<file path="src/rtl/qpu_ifu2exu_queue.sv">
// IFU-to-EXU instruction queue: DEPTH-entry FIFO with wrap-bit pointers and flush.
// Optional same-cycle bypass on an empty queue, enabled by defining QPU_IQ_BYPASS_EN.
module qpu_ifu2exu_queue #(
  parameter int DEPTH   = 4,
  parameter int INSTR_W = 32,
  parameter int PC_W    = 32,
  parameter int RFIDX_W = 5,
  parameter int CNT_W   = 3
) (
  input  logic               clk,
  input  logic               rst_n,
  input  logic               i_valid,
  output logic               i_ready,
  input  logic [INSTR_W-1:0] i_ir,
  input  logic [PC_W-1:0]    i_pc,
  input  logic               i_pc_vld,
  input  logic [RFIDX_W-1:0] i_rs1idx,
  input  logic [RFIDX_W-1:0] i_rs2idx,
  input  logic               i_prdt_taken,
  output logic               o_valid,
  input  logic               o_ready,
  output logic [INSTR_W-1:0] o_ir,
  output logic [PC_W-1:0]    o_pc,
  output logic               o_pc_vld,
  output logic [RFIDX_W-1:0] o_rs1idx,
  output logic [RFIDX_W-1:0] o_rs2idx,
  output logic               o_prdt_taken,
  input  logic               flush_req,
  output logic               flush_ack,
  output logic [CNT_W-1:0]   q_count,
  output logic               q_empty
);

  localparam int IDX_W = CNT_W - 1;
  localparam int ENT_W = INSTR_W + PC_W + 1 + 2 * RFIDX_W + 1;

  logic [ENT_W-1:0] mem_r [DEPTH];
  logic [CNT_W-1:0] wptr_r;
  logic [CNT_W-1:0] rptr_r;

  logic [ENT_W-1:0] in_ent_s;
  logic [ENT_W-1:0] out_ent_s;
  logic             empty_s;
  logic             full_s;
  logic             byp_s;
  logic             push_s;
  logic             pop_s;
  logic             i_ready_s;
  logic             o_valid_s;

  assign in_ent_s = {i_ir, i_pc, i_pc_vld, i_rs1idx, i_rs2idx, i_prdt_taken};

  // Occupancy flags derived from wrap-bit pointers
  assign empty_s = (wptr_r == rptr_r);
  assign full_s  = (wptr_r[IDX_W-1:0] == rptr_r[IDX_W-1:0]) &&
                   (wptr_r[CNT_W-1] != rptr_r[CNT_W-1]);

  // Handshake qualification, bypass selection and head-entry mux
  always_comb begin
    byp_s = 1'b0;
`ifdef QPU_IQ_BYPASS_EN
    // An empty queue hands the incoming entry straight to a ready EXU
    byp_s = empty_s & ~flush_req & i_valid & o_ready;
`endif
    i_ready_s = ~full_s & ~flush_req;
    push_s    = i_valid & i_ready_s & ~byp_s;
    pop_s     = ~empty_s & ~flush_req & o_ready;
    if (byp_s) begin
      o_valid_s = 1'b1;
      out_ent_s = in_ent_s;
    end else begin
      o_valid_s = ~empty_s & ~flush_req;
      out_ent_s = mem_r[rptr_r[IDX_W-1:0]];
    end
  end

  // Write pointer: advances on push; the carry into the MSB toggles the wrap bit
  always_ff @(posedge clk or negedge rst_n) begin
    if (!rst_n) begin
      wptr_r <= {CNT_W{1'b0}};
    end else if (push_s) begin
      wptr_r <= wptr_r + CNT_W'(1);
    end else begin
      wptr_r <= wptr_r;
    end
  end

  // Read pointer: a flush discards everything by catching up to the write pointer
  always_ff @(posedge clk or negedge rst_n) begin
    if (!rst_n) begin
      rptr_r <= {CNT_W{1'b0}};
    end else if (flush_req) begin
      rptr_r <= wptr_r;
    end else if (pop_s) begin
      rptr_r <= rptr_r + CNT_W'(1);
    end else begin
      rptr_r <= rptr_r;
    end
  end

  // Entry storage, intentionally left unreset
  always_ff @(posedge clk) begin
    if (push_s) begin
      mem_r[wptr_r[IDX_W-1:0]] <= in_ent_s;
    end
  end

  assign {o_ir, o_pc, o_pc_vld, o_rs1idx, o_rs2idx, o_prdt_taken} = out_ent_s;

  assign i_ready   = i_ready_s;
  assign o_valid   = o_valid_s;
  assign flush_ack = flush_req;
  assign q_count   = wptr_r - rptr_r;
  assign q_empty   = empty_s;

endmodule

</file>
<file path="config.mk">
export PLATFORM = sky130hd
export DESIGN_NAME = qpu_ifu2exu_queue
export DESIGN_NICKNAME = d
export VERILOG_FILES = /design/src/rtl/qpu_ifu2exu_queue.sv
export SDC_FILE = /design/constraint.sdc
export NUM_CORES = 1
export LEC_CHECK = 0
export CAP_MARGIN = 20
export CELL_PAD_IN_SITES_DETAIL_PLACEMENT = 1
export CELL_PAD_IN_SITES_GLOBAL_PLACEMENT = 1
export CORE_MARGIN = 2
export CORE_UTILIZATION = 25
export CTS_CLUSTER_SIZE = 24
export DETAILED_ROUTE_END_ITERATION = 16
export PLACE_DENSITY_LB_ADDON = 0.1
export SYNTH_ARGS = -nofsm -noshare
export SYNTH_HDL_FRONTEND = slang
export SYNTH_SLANG_ARGS = --single-unit
</file>
<file path="constraint.sdc">
create_clock -name clk -period 4.5 [get_ports clk]
set_input_delay 0.45 -clock clk [delete_from_list [all_inputs] [get_ports clk]]
set_output_delay 0.45 -clock clk [all_outputs]
set_load 0.03 [all_outputs]
</file>
==> flow_summary.ini <==
[timing]
skew_ps = 15.9
slew_viol_final = 0
finalCriticalPeriod_ps = 3260
fin_crit_sh = 0.725
hold_viol_final = 0
max_freq_mhz = 306
finalSetupTns_ps = 0
setup_viol_count_final = 0
rsz0062_at_grt = no
slew-limit-headroom = 0.482
worst_pin_slew_ps = 777

[synth]
syn_nets = 545
synthMuxAreaShare = 0.150
synthFlopType = edfxtp_1
synth_commonest_cells = edfxtp_1 (304), mux4_2 (76), buf_2 (11)
synth_xor_area_frac = 0.00447
syn_area_per_cell_um2 = 25.2
synth_cell_type_count = 31
synth_top_area_frac = 0.795
yosysTopAreaCell = edfxtp_1
synth_compound_area_frac = 0.00632
synth.area.top_cells = edfxtp_1 (79%), mux4_2 (15%), dfrtp_1 (1.3%)
synthesis.area_mm2 = 0.0115
synth_edf_count = 304
synthAdderAreaFrac = 0.00937
yosysMostFrequentCell = edfxtp_1
synth-simple-area-share = 0.00980
syn_inst = 456
yosysWarningCount = 0
synth_seq_cells = 310
synth_top_family_by_area = multiplexers
synthArstFlopShare = 0.0194
synth_seq_area_share = 0.808

[clock_network]
cts_buffer_depth = 3
post-cts-setup-buffers = 0
htree_levels = 2
tritoncts = built
cts_resized = 0
clk_latency_ps = 530
cts_sinks = 310
postCtsHoldBufs = 0
clk_pin_slew_ps = 60
cts_buffers = 36
cts-root-buf = clkbuf_16

[die]
core_region_area_mm2 = 0.0454
die_w_um = 218
die-area_mm2 = 0.0477
rows = 78
initial_core_util = 0.253
fp.dieH_um = 218
ioPinCount = 164

[final_layout]
nNetsFinal = 734
drive_gt1_frac = 0.207
syn_to_final_growth_pct = 30.4
fin_cells = 1266
finalInstanceArea_mm2 = 0.0150
diodes = 0

[run_status]
status = finished, final reports clean

[global_routing]
grt_max_degree = 81
grt-ovfl-total = 0
antenna_found_initial = 1
grt_usage = 0.113
grt_pass1_vias = 6140
grt_pass1_wl_um = 39400

[place]
hpwl_um = 15200
dp.cells = 1207
gp_congestion = 0.665
numPortBuffers = 163
dpl_cell_area_mm2 = 0.0139

[route]
first_pass_iters = 4
drcViolationCount = 0
wl_per_cell_um = 20.7
routed_wl_um = 26200
first_iter_violations = 241
num_vias = 5319
vias_per_cell = 4.20
drtAntennaViolNets = 0

[flow_run]
cap_viol_max_count = 0

[setup_path]
cp.required_ps = 4050
arrival_ps = 2810
cp-start-kind = register
critPathCaptureType = output pin
crit_fanout = 80
startpoint = rptr_r[0]$_DFFE_PN0P_
r2r-start = wptr_r[0]$_DFFE_PN0P_
path_class = register to output pin

[pwr]
ir_drop_mv = 0.432
powerDensity_mw_per_mm2 = 678
leakage_nw = 4.70

[hold_path]
min-delay-path-class = primary input to asynchronous set/reset pin
layer usage:
| layer | vias up | part of all wire | GRT usage |
|---|---|---|---|
| met5 | - | 0.00050 | 0 |
| met4 | 2 | 0.024 | 0.0474 |
| met3 | 36 | 0.048 | 0.0264 |
| met2 | 109 | 0.51 | 0.192 |
| met1 | 2847 | 0.42 | 0.139 |
| li1 | 2325 | - | - |
where the power goes:
group	switching [mW]	leakage, nW	internal [mW]	total [mW]
registers	0.105	2.83	3.56	3.67
clock network	1.08	0.520	1.61	2.69
logic	2.17	1.35	1.62	3.79
flip-flops by register name, summed over array words and instances, names as in the netlist:
name and flops:
wptr_r 3, rptr_r 3, mem_r 304
final cells by class:
cell class	count	area [um^2]
Fill cell	4463	30400
Timing Repair Buffer	172	1760
Clock inverter	13	110
Tap cell	600	751
Clock buffer	46	960
Inverter	5	18.8
Sequential cell	310	9290
Multi-Input combinational cell	120	2090
cells in the final DEF, fill, tap and decap left out:
master / Yosys / final
o211a_4: 0 / 1
a21oi_1: 3 / 3
clkinv_1: 0 / 6
clkbuf_16: 0 / 37
xnor2_1: 3 / 3
clkdlybuf4s50_1: 0 / 163
and2_1: 1 / 1
o211ai_1: 1 / 1
clkbuf_1: 4 / 9
clkinvlp_4: 0 / 1
xor2_1: 1 / 1
and3_4: 0 / 3
mux4_2: 76 / 76
o31a_1: 1 / 1
o22ai_1: 1 / 1
buf_4: 2 / 4
nor2b_1: 1 / 1
bufinv_16: 0 / 2
edfxtp_1: 304 / 304
inv_1: 5 / 5
ha_1: 7 / 7
mux2_2: 1 / 1
fa_1: 1 / 1
nor3b_1: 3 / 3
nor2_1: 4 / 4
xor2_2: 1 / 1
nand2_1: 3 / 3
dfrtp_1: 6 / 4
dfrtp_4: 0 / 2
o21ai_2: 1 / 1
o2111ai_1: 1 / 1
a211oi_1: 1 / 1
nand4b_1: 2 / 2
clkinv_2: 0 / 4
nand3_1: 3 / 3
buf_12: 0 / 5
cells by family (layout without fill, tap and decap cells):
family / count (synthesis) / in the layout
adders and majority gates: 8 / 8
AOI/OAI and AO/OA: 10 / 10
buffers and inverters: 26 / 236
xor gates and xnor gates: 5 / 5
DFF: 310 / 310
muxes: 77 / 77
and+or+nand+nor: 20 / 20
through the flow:
| step | hold WS (ps) | total power [mW] | util | worst slack, ps |
|---|---|---|---|---|
| floorplan | 154 | 6.12 | - | 500 |
| global placement | 569 | 7.62 | 0.306 | 1580 |
| detailed placement | 587 | 7.63 | 0.306 | 1520 |
| CTS | 155 | 10.4 | 0.330 | 1120 |
| global route | 189 | 10.6 | 0.330 | 1070 |
| finish | 196 | 10.2 | 0.330 | 1240 |
worst paths after layout:
kind                       depth (start not counted)                      to  slack [ps]
min in group clk                                   1  mem_r[1][60]$_DFFE_PP_         560
min reg2reg                                        1   wptr_r[0]$_DFFE_PN0P_         590
max                                                3             o_rs2idx[1]        1240
max in group asynchronous                          1   rptr_r[0]$_DFFE_PN0P_        4020
min                                                1   rptr_r[1]$_DFFE_PN0P_         200
max reg2reg                                        6  mem_r[2][51]$_DFFE_PP_        1640
worst max-delay path: stages (launching register included):
cell	delay, ps
dfrtp_4	430
buf_12	540
mux4_2	630
clkdlybuf4s50_1	620
Note: power is estimated with default switching activity, not from simulation.
